## src/rtl/suma_productos_pkg.sv

```systemverilog
// Shared definitions for the SumaProductos response analyser:
// state encoding, default golden truth table and the table lookup helper.
package suma_productos_pkg;

  localparam logic [1:0] ST_IDLE  = 2'd0;
  localparam logic [1:0] ST_RUN   = 2'd1;
  localparam logic [1:0] ST_DRAIN = 2'd2;
  localparam logic [1:0] ST_DONE  = 2'd3;

  // F = A&B | C&D with A as the stimulus MSB; bit i is F(estimulo == i).
  localparam logic [15:0] TABLA_DEF = 16'hF888;

  // Golden response for one stimulus. The table is passed zero-extended so
  // the helper serves any stimulus width up to 8 bits.
  function automatic logic esperado(input logic [255:0] tabla, input logic [7:0] idx);
    return tabla[idx];
  endfunction

endpackage

```

## src/rtl/suma_productos_contador_errores.sv

```systemverilog
// Saturating mismatch counter for one implementation under test.
// clr has priority over inc; the count sticks at all-ones instead of wrapping.
module suma_productos_contador_errores
  import suma_productos_pkg::*;
#(
  parameter int CNT_W = 5
) (
  input  logic             clk,
  input  logic             rst,
  input  logic             clr,
  input  logic             inc,
  output logic [CNT_W-1:0] cuenta
);

  logic [CNT_W-1:0] cuenta_q, cuenta_d;

  // Next count: clear, or increment unless already saturated.
  always_comb begin
    cuenta_d = cuenta_q;
    if (clr) begin
      cuenta_d = '0;
    end else if (inc && (cuenta_q != '1)) begin
      cuenta_d = cuenta_q + 1'b1;
    end
  end

  // Count register with synchronous reset.
  always_ff @(posedge clk) begin
    if (rst) cuenta_q <= '0;
    else     cuenta_q <= cuenta_d;
  end

  assign cuenta = cuenta_q;

endmodule

```

## src/rtl/suma_productos_verificador.sv

```systemverilog
// Response analyser for the SumaProductos implementations.
// A two-stage pipe samples {estimulo, respuestas} in RUN and compares each
// response bit to the golden table one cycle later, feeding per-implementation
// saturating counters and a coverage map. The run ends when every stimulus has
// been seen (coverage wins ties) or when the RUN timer hits TIMEOUT.
// Handshake: a sample is taken on any rising edge where estimulo_valido=1 and
// the FSM is in RUN; there is no ready, samples outside RUN are dropped.
module suma_productos_verificador
  import suma_productos_pkg::*;
#(
  parameter int                     N_ENT   = 4,
  parameter int                     N_IMPL  = 4,
  parameter logic [(1<<N_ENT)-1:0]  TABLA   = TABLA_DEF,
  parameter int                     CNT_W   = 5,
  parameter int                     TIMEOUT = 64
) (
  input  logic                    clk,
  input  logic                    rst,
  input  logic                    inicio,
  input  logic                    estimulo_valido,
  input  logic [N_ENT-1:0]        estimulo,
  input  logic [N_IMPL-1:0]       respuestas,
  output logic                    ocupado,
  output logic                    listo,
  output logic                    pasa,
  output logic                    agotado,
  output logic [N_IMPL*CNT_W-1:0] errores,
  output logic [(1<<N_ENT)-1:0]   cobertura,
  output logic [1:0]              estado
);

  localparam int NCOMB = 1 << N_ENT;
  localparam int TW    = (TIMEOUT > 0) ? $clog2(TIMEOUT + 1) : 1;
  localparam logic [TW-1:0] TMAX = TW'(TIMEOUT);

  logic [1:0]        estado_q, estado_d;
  logic              s1_valid_q;
  logic [N_ENT-1:0]  s1_est_q;
  logic [N_IMPL-1:0] s1_resp_q;
  logic [NCOMB-1:0]  cob_q, cob_d;
  logic [TW-1:0]     timer_q, timer_d;
  logic              agot_q, agot_d;
  logic              pasa_q, pasa_d;
  logic              arranque, en_run, commit, cob_full_d, tout_d, errs_zero, exp_bit;
  logic [N_IMPL-1:0] mismatch;
  logic [CNT_W-1:0]  cuentas [N_IMPL];

  // A start is honoured only from IDLE or DONE; it clears everything.
  assign arranque   = inicio && ((estado_q == ST_IDLE) || (estado_q == ST_DONE));
  assign en_run     = (estado_q == ST_RUN);
  // Stage 2 commits in RUN and in DRAIN so the last captured sample counts.
  assign commit     = s1_valid_q && ((estado_q == ST_RUN) || (estado_q == ST_DRAIN));
  assign exp_bit    = esperado(256'(TABLA), 8'(s1_est_q));
  assign mismatch   = s1_resp_q ^ {N_IMPL{exp_bit}};
  assign cob_full_d = &cob_d;
  assign tout_d     = (TIMEOUT != 0) && (timer_d == TMAX);

  // State register.
  always_ff @(posedge clk) begin
    if (rst) estado_q <= ST_IDLE;
    else     estado_q <= estado_d;
  end

  // Next-state logic; end-of-run conditions look at the values being written
  // this edge so the FSM leaves RUN on the same edge coverage fills.
  always_comb begin
    estado_d = estado_q;
    case (estado_q)
      ST_IDLE:  if (inicio) estado_d = ST_RUN;
      ST_RUN:   if (cob_full_d || tout_d) estado_d = ST_DRAIN;
      ST_DRAIN: estado_d = ST_DONE;
      ST_DONE:  if (inicio) estado_d = ST_RUN;
      default:  estado_d = ST_IDLE;
    endcase
  end

  // Status outputs decoded from the state.
  always_comb begin
    ocupado = (estado_q == ST_RUN) || (estado_q == ST_DRAIN);
    listo   = (estado_q == ST_DONE);
  end

  // Stage 1: capture the sample presented in RUN.
  always_ff @(posedge clk) begin
    if (rst || arranque) begin
      s1_valid_q <= 1'b0;
      s1_est_q   <= '0;
      s1_resp_q  <= '0;
    end else begin
      s1_valid_q <= en_run && estimulo_valido;
      if (en_run && estimulo_valido) begin
        s1_est_q  <= estimulo;
        s1_resp_q <= respuestas;
      end
    end
  end

  // All counters currently zero.
  always_comb begin
    errs_zero = 1'b1;
    for (int k = 0; k < N_IMPL; k++) begin
      if (cuentas[k] != '0) errs_zero = 1'b0;
    end
  end

  // Coverage, timer and verdict next values.
  always_comb begin
    cob_d   = cob_q;
    timer_d = timer_q;
    agot_d  = agot_q;
    pasa_d  = pasa_q;
    if (arranque) begin
      cob_d   = '0;
      timer_d = '0;
      agot_d  = 1'b0;
      pasa_d  = 1'b0;
    end else begin
      if (commit) cob_d[s1_est_q] = 1'b1;
      if (en_run && (TIMEOUT != 0) && (timer_q != TMAX)) timer_d = timer_q + 1'b1;
      // Coverage completing on the same edge suppresses the timeout flag.
      if (en_run && tout_d && !cob_full_d) agot_d = 1'b1;
      // Verdict uses the post-DRAIN values, including the final commit.
      if (estado_q == ST_DRAIN)
        pasa_d = cob_full_d && !agot_q && errs_zero && !(commit && (|mismatch));
    end
  end

  // Coverage, timer and verdict registers.
  always_ff @(posedge clk) begin
    if (rst) begin
      cob_q   <= '0;
      timer_q <= '0;
      agot_q  <= 1'b0;
      pasa_q  <= 1'b0;
    end else begin
      cob_q   <= cob_d;
      timer_q <= timer_d;
      agot_q  <= agot_d;
      pasa_q  <= pasa_d;
    end
  end

  genvar g;
  generate
    for (g = 0; g < N_IMPL; g++) begin : g_cnt
      suma_productos_contador_errores #(.CNT_W(CNT_W)) u_cnt (
        .clk    (clk),
        .rst    (rst),
        .clr    (arranque),
        .inc    (commit && mismatch[g]),
        .cuenta (cuentas[g])
      );
      assign errores[g*CNT_W +: CNT_W] = cuentas[g];
    end
  endgenerate

  assign pasa      = pasa_q;
  assign agotado   = agot_q;
  assign cobertura = cob_q;
  assign estado    = estado_q;

endmodule

```

## config.mk

```make
export PLATFORM = sky130hd
export DESIGN_NAME = suma_productos_verificador
export DESIGN_NICKNAME = d
export VERILOG_FILES = /design/src/rtl/suma_productos_pkg.sv /design/src/rtl/suma_productos_contador_errores.sv /design/src/rtl/suma_productos_verificador.sv
export SDC_FILE = /design/constraint.sdc
export NUM_CORES = 1
export LEC_CHECK = 0
export CORE_ASPECT_RATIO = 2
export CORE_MARGIN = 2
export CORE_UTILIZATION = 45
export DETAILED_ROUTE_END_ITERATION = 8
export MAX_ROUTING_LAYER = met4
export PLACE_DENSITY = 0.73
export SYNTH_ARGS = -nofsm -noshare
export SYNTH_HDL_FRONTEND = slang
export SYNTH_SLANG_ARGS = --single-unit
```

## constraint.sdc

```tcl
create_clock -name clk -period 2.3 [get_ports clk]
set_input_delay 0.46 -clock clk [delete_from_list [all_inputs] [get_ports clk]]
set_output_delay 0.46 -clock clk [all_outputs]
set_load 0.03 [all_outputs]
```

==> results of run 1 <==
==> logic make-up (layout without fill, tap and decap cells) <==
logic type	Yosys count	after routing
simple gates	131	131
flops	57	57
compound gates	48	48
buf+inv	34	105
xor+xnor	22	22
fa+ha+maj	17	17
mux	14	14
==> worst max-delay path: stages, from the launching register on <==
cell and delay [ns]:
dfxtp_4 0.33, inv_1 0.08, ha_4 0.22, buf_4 0.15, nor4b_4 0.31, a32oi_2 0.17
nor3_2 0.15, nand4_2 0.16, or4_1 0.43, a21oi_1 0.15
==> report_power, final <==
part	total, mW	internal [mW]	switching, mW
combinational	0.669	0.290	0.378
sequential	1.09	1.03	0.0564
clock	1.29	0.861	0.425
==> Yosys cell counts, types with 2 or more instances <==
cell	instances	area, sq um
dfxtp_1	57	1141
nor2_1	52	195.2
a21oi_1	20	100.1
nand2_1	20	75.07
ha_1	17	212.7
inv_1	17	63.81
xor2_1	12	105.1
a31oi_1	11	68.82
mux2i_1	11	110.1
nand3_1	11	55.05
nand4_1	11	68.82
xnor2_1	10	87.58
clkbuf_1	9	33.78
a32oi_1	8	70.07
nor3_1	8	40.04
and3_1	7	43.79
buf_2	5	25.02
nand2b_1	3	18.77
o21ai_0	3	15.01
and4bb_2	2	25.02
mux2_1	2	22.52
nor4b_1	2	17.52
nor4b_2	2	30.03
or3_1	2	12.51
or4_1	2	15.01
==> final cells by class <==
class	count	area (sq um)	area share [%]
timing repair buffer	72	671.9	17.23
tap	86	107.6	2.760
clock inverter	3	40.04	1.027
sequential	57	1146	29.40
inverter	17	63.81	1.637
clock buffer	13	250.2	6.418
multi-input combinational	232	1619	41.53
==> what timing repair did <==
item,in CTS,in global routing
buffers inserted,1,1
endpoints found under the setup margin,2,2
hold endpoints to repair,0,0
pin swaps,1,2
gates resized for setup,4,4
hold buffers,0,0
==> worst max-delay path by stage <==
stage | slack, ns | startpoint | cells past startpoint | end
3_5_place_dp | -0.006 | estado[0]$_SDFFE_PP0P_ | 9 | pasa$_SDFFE_PN0N_
5_1_grt | -0.03 | estado[0]$_SDFFE_PP0P_ | 9 | pasa$_SDFFE_PN0N_
4_1_cts | 0.04 | estado[0]$_SDFFE_PP0P_ | 9 | pasa$_SDFFE_PN0N_
3_3_place_gp | 0.07 | estado[0]$_SDFFE_PP0P_ | 9 | pasa$_SDFFE_PN0N_
6_report | 0.09 | estado[0]$_SDFFE_PP0P_ | 9 | pasa$_SDFFE_PN0N_
2_1_floorplan | 0.01 | estado[0]$_SDFFE_PP0P_ | 9 | g_cnt[3].u_cnt.cuenta[3]$_SDFFE_PN0P_
==> registers in the layout, indices dropped and copies added (netlist names) <==
signal / count
agotado: 1
s1_resp_q: 4
cobertura: 16
s1_est_q: 4
exp_bit: 1
estado: 2
pasa: 1
s1_valid_q: 1
timer_q: 7
g_cnt.u_cnt.cuenta: 20
==> layer usage <==
layer	global-route usage (%)	part of all wire (%)
met2	33.19	51
met4	8.889	1.4
met3	7.087	4.4
met1	24.10	43
met5	-	0
==> metrics by stage <==
step                      setup WS [ns]  hold WS [ns]  std cells
final                           0.09344        0.4862        480
after global routing           -0.02785        0.5245        480
after CTS                       0.03715        0.4922        479
after detailed placement      -0.005660        0.4791        462
after global placement          0.06551        0.4742        462
after floorplan                 0.01287        0.4651        323
==> flow_metrics.py, run 1 <==
metrics = {
    "die": {
        "coreArea_sq_um": 6207,
        "die_area_sq_um": 6999,
        "die_w_um": 60.17,
        "io_pins": 54,
        "num_rows": 41,
        "start_util_pct": 45.74,
        "die_y_um": 116.3,
    },
    "routing": {
        "post_drt_via_cell_ratio": 5.242,
        "first_pass_iters": 4,
        "wl_per_cell_um": 13.25,
        "drt-total-wl_um": 6358,
        "drc": 0,
        "final_antenna_net_count": 0,
        "vias": 2516,
        "drt_iter0_drc": 72,
    },
    "timing": {
        "finalSetupViolCount": 0,
        "relSlewSlack_pct": 66.38,
        "finClkSkew_ns": 0.006851,
        "fin_crit_sh_pct": 95.94,
        "fmax_ghz": 0.4532,
        "hold_violations": 0,
        "setup_tns_ns": 0,
        "rsz0062_at_grt": "yes",
        "worst_slew_pin_slew_ns": 0.5037,
        "drv_slew": 0,
        "period_minus_slack_ns": 2.207,
    },
    "synth": {
        "syn_area_per_cell_sq_um": 8.789,
        "ys_warn_count": 0,
        "syn_area_sq_um": 2839,
        "synth_top_family_by_area": "simple AND/OR/NAND/NOR gates",
        "synth_cells": 323,
        "ys_seq_area_share_pct": 40.19,
        "syn-num-nets": 352,
        "yosys.area_share.simple_pct": 24.02,
        "synth_xor_area_share_pct": 6.787,
        "ys_ff_latch": 57,
        "synth_mux_area_share_pct": 5.068,
        "synth_ff_type": "dfxtp_1",
        "async_reset_ff_share_pct": 0,
        "synth_edf_count": 0,
        "yosysUniqueCellTypes": 44,
        "synth-compound-area-share_pct": 11.33,
        "synth_adder_area_share_pct": 7.492,
    },
    "worst_setup_path": {
        "regToRegEndpoint": "pasa$_SDFFE_PN0N_",
        "path_max_fanout": 7,
        "critical_path.startpoint_type": "flip-flop",
        "crit_required_ns": 2.56,
        "criticalPathCategory": "reg -> reg",
        "worst_setup_path_end_kind": "flip-flop",
        "timing.rr.start": "estado[0]$_SDFFE_PP0P_",
        "cp.arrival_ns": 2.47,
        "reg2reg_slack_ns": 0.09,
        "r2r_cells": 9,
    },
    "placement": {
        "portBuffers": 53,
        "gp_congestion": 0.8672,
        "dp.final_hpwl_um": 4798,
        "dpl_cell_area_sq_um": 3548,
    },
    "clock_tree": {
        "clock_sinks": 57,
        "htree_levels": 3,
        "cts_tree": "done",
        "numCtsBuffers": 9,
        "cts_root_buf": "clkbuf_16",
        "clockBufferDepth": 2,
        "clock_latency_ns": 0.33,
        "clk_pin_slew_ns": 0.05,
    },
    "global_routing": {
        "grt_max_degree": 23,
        "grt_pass1_wl_um": 10830,
        "antenna_found_initial": 0,
        "grt_pass1_vias": 2453,
        "grtUsageTotal_pct": 21.13,
        "overflow": 0,
    },
    "final_layout": {
        "final_core_util_pct": 62.81,
        "n_antenna_cell": 0,
        "layout_common_cells": "dfxtp_1, nor2_1, clkdlybuf4s50_1, nand2_1",
        "fill_cells": 535,
        "design_area_sq_um": 3899,
        "drive_gt1_share_pct": 12.94,
        "syn_to_final_growth_pct": 37.33,
        "nNetsFinal": 418,
        "final_common_cell": "dfxtp_1",
    },
    "pwr": {
        "finalPower_mw": 3.045,
        "p_leak_nw": 1.453,
        "p_per_area_nw_per_um2": 781.0,
        "ir_worst_vdd_mv": 0.5550,
    },
    "hold_path": {
        "hold_path.class": "reg -> reg",
        "min_to": "pasa$_SDFFE_PN0N_",
        "holdPathStages": 2,
        "min_from": "pasa$_SDFFE_PN0N_",
    },
    "outcome": {
        "outcome": "finished clean",
    },
    "job": {
        "drv_cap": 0,
    },
}
(Power assumes the default switching activity.)
==> run 2: changes to the inputs <==
--- a/config.mk
+++ b/config.mk
@@ -13,2 +13,3 @@
 export PLACE_DENSITY = 0.73
+export SLEW_MARGIN = 20
 export SYNTH_ARGS = -nofsm -noshare
==> constraint.sdc (replaced) <==
create_clock -name clk -period 2.3 [get_ports clk]
set_input_delay 0.575 -clock clk [delete_from_list [all_inputs] [get_ports clk]]
set_output_delay 0.575 -clock clk [all_outputs]
set_load 0.03 [all_outputs]
==> flow_metrics.py, run 2 (synthesis results as in run 1) <==
metrics = {
    "pwr": {
        "power.switching_mw": 0.8628,
        "finalPower_mw": 3.092,
        "p_comb_share_pct": 22.4,
        "p_leak_nw": 1.469,
        "sequentialPowerShare_pct": 35.1,
        "ir_worst_vdd_mv": 0.5305,
        "p_per_area_nw_per_um2": 786.4,
        "p_int_mw": 2.230,
        "swShare_pct": 27.90,
        "p_clk_share_pct": 42.5,
    },
    "routing": {
        "wl_per_cell_um": 13.74,
        "m1WireLength_um": 2897,
        "wl_met2_um": 3283,
        "top_layer": "met4",
        "first_pass_iters": 5,
        "drt-total-wl_um": 6610,
        "met3_length_um": 278,
        "drc": 0,
        "final_antenna_net_count": 0,
        "post_drt_via_cell_ratio": 5.272,
        "drt_iter0_drc": 81,
        "vias": 2536,
    },
    "timing": {
        "drv_slew": 0,
        "hold_violations": 0,
        "relSlewSlack_pct": 67.24,
        "period_minus_slack_ns": 2.238,
        "fmax_ghz": 0.4468,
        "finClkSkew_ns": 0.003486,
        "rsz0062_at_grt": "yes",
        "finalSetupViolCount": 0,
        "setup_ws_ns": 0.06166,
        "fin_crit_sh_pct": 97.32,
        "worst_slew_pin_slew_ns": 0.4907,
    },
    "global_routing": {
        "grtUsageTotal_pct": 21.29,
        "overflow": 0,
        "grt_max_degree": 42,
        "antenna_found_initial": 0,
        "grt_pass1_wl_um": 11010,
        "grt_pass1_vias": 2463,
    },
    "worst_setup_path": {
        "cp.arrival_ns": 2.50,
        "critical_path.startpoint_type": "flip-flop",
        "timing.rr.start": "estado[0]$_SDFFE_PP0P_",
        "worst_setup_path_end_kind": "flip-flop",
        "crit_required_ns": 2.56,
        "criticalPathCategory": "reg -> reg",
        "regToRegEndpoint": "pasa$_SDFFE_PN0N_",
        "reg2reg_slack_ns": 0.06,
        "r2r_cells": 10,
        "path_max_fanout": 7,
        "startpoint": "estado[0]$_SDFFE_PP0P_",
    },
    "final_layout": {
        "n_antenna_cell": 0,
        "syn_to_final_growth_pct": 38.52,
        "finalNonFillerCells": 481,
        "layout_common_cells": "dfxtp_1, nor2_1, clkdlybuf4s50_1, nand2_1",
        "largest_reg_flops": 20,
        "final_core_util_pct": 63.35,
        "drive_gt1_share_pct": 14.18,
        "nNetsFinal": 419,
        "final_common_cell": "dfxtp_1",
    },
    "die": {
        "coreArea_sq_um": 6207,
        "num_rows": 41,
        "io_pins": 54,
        "start_util_pct": 45.74,
        "die_w_um": 60.17,
        "die_area_sq_um": 6999,
        "die_y_um": 116.3,
    },
    "clock_tree": {
        "numCtsBuffers": 9,
        "clk_pin_slew_ns": 0.05,
        "cts_tree": "done",
        "htree_levels": 3,
        "clock_sinks": 57,
        "clockBufferDepth": 2,
        "clock_latency_ns": 0.33,
        "cts-hold-fix-buffers": 0,
        "cts_root_buf": "clkbuf_16",
    },
    "placement": {
        "portBuffers": 53,
        "post-place-ws_ns": -0.04385,
        "dp.final_hpwl_um": 4920,
        "gp_congestion": 0.8971,
        "place_inst": 463,
    },
    "hold_path": {
        "min_to": "s1_resp_q[1]$_SDFFE_PN0P_",
        "min_from": "s1_resp_q[1]$_SDFFE_PN0P_",
        "holdPathStages": 2,
        "hold_path.class": "reg -> reg",
    },
    "job": {
        "drv_cap": 0,
    },
    "outcome": {
        "outcome": "finished clean",
    },
}
==> run 2: cell types whose count changed in the layout (fill, tap and decap cells not counted), sizes merged <==
cell	delta
buf	+1
==> run 2: what timing repair did <==
item,in CTS,in global routing
buffers inserted,0,2
setup endpoints to repair,2,3
resized for setup,5,7
pin swaps,1,5
==> run 2: power groups by stage <==
stage,registers [mW],clock network [mW],logic (mW)
floorplan,1.12,0,0.415
global placement,1.10,0,0.646
detailed placement,1.10,0,0.664
CTS,1.08,1.35,0.682
global route,1.09,1.39,0.748
finish,1.08,1.32,0.692
==> run 2: cell type report <==
type | instances | area [sq um]
multi-input cells | 232 | 1619
fillers | 537 | 2275
inverters | 17 | 63.81
clock inverters | 3 | 40.04
well taps | 86 | 107.6
flip-flops and latches | 57 | 1146
repair buffers | 73 | 695.7
clock buffers | 13 | 260.3
==> run 2: worst max path at each step <==
stage / endpoint / slack (ns)
final: pasa$_SDFFE_PN0N_ / 0.06
after global routing: pasa$_SDFFE_PN0N_ / -0.07
after CTS: pasa$_SDFFE_PN0N_ / 0.02
after detailed placement: pasa$_SDFFE_PN0N_ / -0.04
after global placement: pasa$_SDFFE_PN0N_ / 0.06
after floorplan: g_cnt[3].u_cnt.cuenta[3]$_SDFFE_PN0P_ / 0.01
==> run 2: per-stage QoR <==
step	TNS, ns	hold slack [ns]	area, sq um
6_report	0	0.4885	3933
5_1_grt	-0.08521	0.5244	3933
4_1_cts	0	0.4875	3891
3_5_place_dp	-0.04805	0.4792	3568
3_3_place_gp	0	0.4737	3568
2_1_floorplan	0	0.4651	2861
==> run 2: metal layers <==
| metal | global-route usage [%] | vias to the layer above |
|---|---|---|
| met5 | - | - |
| met4 | 10.81 | 0 |
| met3 | 5.537 | 12 |
| met2 | 32.39 | 64 |
| met1 | 25.42 | 1195 |
| li1 | - | 1265 |
==> run 2: worst max-delay path, stage by stage, from the launching register on <==
cell and delay (ns):
dfxtp_4 0.34, inv_2 0.04, ha_4 0.23, buf_6 0.13, nor4b_4 0.24, buf_4 0.17
a32oi_2 0.11, nor3_2 0.22, nand4_2 0.15, or4_4 0.44, a21oi_2 0.12
==> run 3: changes to the inputs <==
- GPL_TIMING_DRIVEN: not set -> 0
==> flow_metrics.py, run 3 (synthesis results as in run 1) <==
metrics = {
    "outcome": {
        "outcome": "finished, violations left",
        "violations": "negative setup slack",
    },
    "die": {
        "io_pins": 54,
        "die_w_um": 60.17,
        "die_y_um": 116.3,
        "num_rows": 41,
        "die_area_sq_um": 6999,
        "start_util_pct": 45.74,
        "coreArea_sq_um": 6207,
    },
    "final_layout": {
        "nNetsFinal": 426,
        "syn_to_final_growth_pct": 39.75,
        "largest_reg_flops": 20,
        "design_area_sq_um": 3968,
        "drive_gt1_share_pct": 13.43,
        "final_core_util_pct": 63.92,
        "finalNonFillerCells": 488,
        "fill_cells": 515,
        "layout_common_cells": "dfxtp_1, nor2_1, clkdlybuf4s50_1, nand2_1, a21oi_1",
        "n_antenna_cell": 0,
        "final_common_cell": "dfxtp_1",
    },
    "worst_setup_path": {
        "critPathSlowestCell": "nor3_1",
        "regToRegEndpoint": "g_cnt[1].u_cnt.cuenta[3]$_SDFFE_PN0P_",
        "worst_setup_path_end_kind": "flip-flop",
        "path_depth": 10,
        "cp.arrival_ns": 2.52,
        "timing.rr.start": "estado[0]$_SDFFE_PP0P_",
        "criticalPathCategory": "reg -> reg",
        "startpoint": "estado[0]$_SDFFE_PP0P_",
        "crit_chain": "inv_2, ha_4, buf_8, buf_4, inv_1, nand2_1, nor3_1, nand4_1, xor2_1, nor2_1",
        "path_delay_family": "simple AND/OR/NAND/NOR gates",
        "r2r_cells": 10,
        "crit_required_ns": 2.50,
        "cp-endpoint": "g_cnt[1].u_cnt.cuenta[3]$_SDFFE_PN0P_",
        "cpPeakStageDelay_ns": 0.63,
        "critical_path.startpoint_type": "flip-flop",
        "reg2reg_slack_ns": -0.02,
        "crit_buf_inv": 4,
        "path_max_fanout": 7,
    },
    "timing": {
        "hold_violations": 0,
        "finalSetupViolCount": 1,
        "setup_tns_ns": -0.02013,
        "rsz0062_at_grt": "yes",
        "period_minus_slack_ns": 2.320,
        "setup_ws_ns": -0.02013,
        "worst_slew_pin_slew_ns": 0.6957,
        "relSlewSlack_pct": 53.26,
        "finClkSkew_ns": 0.006328,
        "fmax_ghz": 0.4310,
        "drv_slew": 0,
        "fin_crit_sh_pct": 100.9,
        "whs_ns": 0.4982,
    },
    "global_routing": {
        "antenna_found_initial": 0,
        "overflow": 0,
        "grt_max_degree": 11,
        "grt_pass1_wl_um": 10700,
        "grtUsageTotal_pct": 21.09,
        "grt_pass1_vias": 2375,
    },
    "routing": {
        "drc": 0,
        "first_pass_iters": 5,
        "post_drt_via_cell_ratio": 5.328,
        "wl_per_cell_um": 13.94,
        "vias": 2600,
        "final_antenna_net_count": 0,
        "drt-total-wl_um": 6804,
        "drt_iter0_drc": 120,
    },
    "pwr": {
        "p_comb_share_pct": 23.6,
        "p_clk_share_pct": 42.5,
        "sequentialPowerShare_pct": 33.9,
        "swShare_pct": 28.50,
        "p_int_mw": 2.274,
        "power.switching_mw": 0.9063,
        "p_per_area_nw_per_um2": 801.6,
        "ir_worst_vdd_mv": 0.6872,
        "p_leak_nw": 1.475,
    },
    "placement": {
        "gp_congestion": 0.8251,
        "dp.final_hpwl_um": 4793,
        "portBuffers": 52,
        "dpl_cell_area_sq_um": 3490,
        "place_inst": 461,
    },
    "clock_tree": {
        "clockBufferDepth": 2,
        "htree_levels": 3,
        "clk_pin_slew_ns": 0.05,
        "cts_root_buf": "clkbuf_16",
        "clock_sinks": 57,
        "numCtsBuffers": 9,
        "clock_latency_ns": 0.33,
        "cts_tree": "done",
    },
    "job": {
        "drv_cap": 0,
    },
    "hold_path": {
        "hold_path.class": "reg -> reg",
    },
}
run 3: stage by stage:
step                power, mW  worst slack [ns]
global placement        1.702           -0.1229
detailed placement      1.717           -0.1689
CTS                     3.164         -0.009677
global route            3.303           -0.1811
finish                  3.180          -0.02013
floorplan               1.530           0.01287
run 3: final cells by class:
class / count / area [sq um] / share of cell area [%]
inverters: 17 / 63.81 / 1.608
multi-input cells: 232 / 1639 / 41.31
well taps: 86 / 107.6 / 2.712
clock buffers: 14 / 274.0 / 6.906
flip-flops and latches: 57 / 1149 / 28.95
repair buffers: 63 / 605.6 / 15.26
plain buffers: 17 / 93.84 / 2.365
clock inverters: 2 / 35.03 / 0.8830
run 3: worst reg2reg max path, delay by kind of cell (launching register included):
kind | cells | cell delay [ns]
and+or+nand+nor | 4 | 1.05
adders and majority gates | 1 | 0.22
buffers and inverters | 4 | 0.41
DFF | 1 | 0.34
xor gates and xnor gates | 1 | 0.17
run 3: layer usage:
layer,up-vias,wire (um),track usage [%]
li1,1284,-,-
met2,76,3336,32.32
met3,16,275,5.537
met4,0,188,10.52
met1,1224,3004,25.02
met5,-,0,-
run 3: power by group through the flow:
stage	combinational (mW)	clock, mW	sequential (mW)
after floorplan	0.415	0	1.12
after global placement	0.604	0	1.10
after detailed placement	0.616	0	1.10
after CTS	0.709	1.38	1.08
after global routing	0.810	1.41	1.08
final	0.752	1.35	1.08
run 3: what timing repair did:
action                                  4_1_cts  5_1_grt
hold buffers                                  0        0
buffers inserted                              7        4
pin swaps                                     6       10
gates cloned                                  0        0
endpoints found under the setup margin        6       22
gates resized for setup                       6       14
run 3: how the worst min path moves through the flow:
stage | start | end | slack, ns | depth (start not counted)
3_3_place_gp | pasa$_SDFFE_PN0N_ | pasa$_SDFFE_PN0N_ | 0.47 | 2
4_1_cts | pasa$_SDFFE_PN0N_ | pasa$_SDFFE_PN0N_ | 0.49 | 2
3_5_place_dp | pasa$_SDFFE_PN0N_ | pasa$_SDFFE_PN0N_ | 0.48 | 2
2_1_floorplan | s1_resp_q[0]$_SDFFE_PN0P_ | s1_resp_q[0]$_SDFFE_PN0P_ | 0.47 | 2
5_1_grt | s1_resp_q[0]$_SDFFE_PN0P_ | s1_resp_q[0]$_SDFFE_PN0P_ | 0.53 | 2
6_report | s1_resp_q[2]$_SDFFE_PN0P_ | s1_resp_q[2]$_SDFFE_PN0P_ | 0.50 | 2
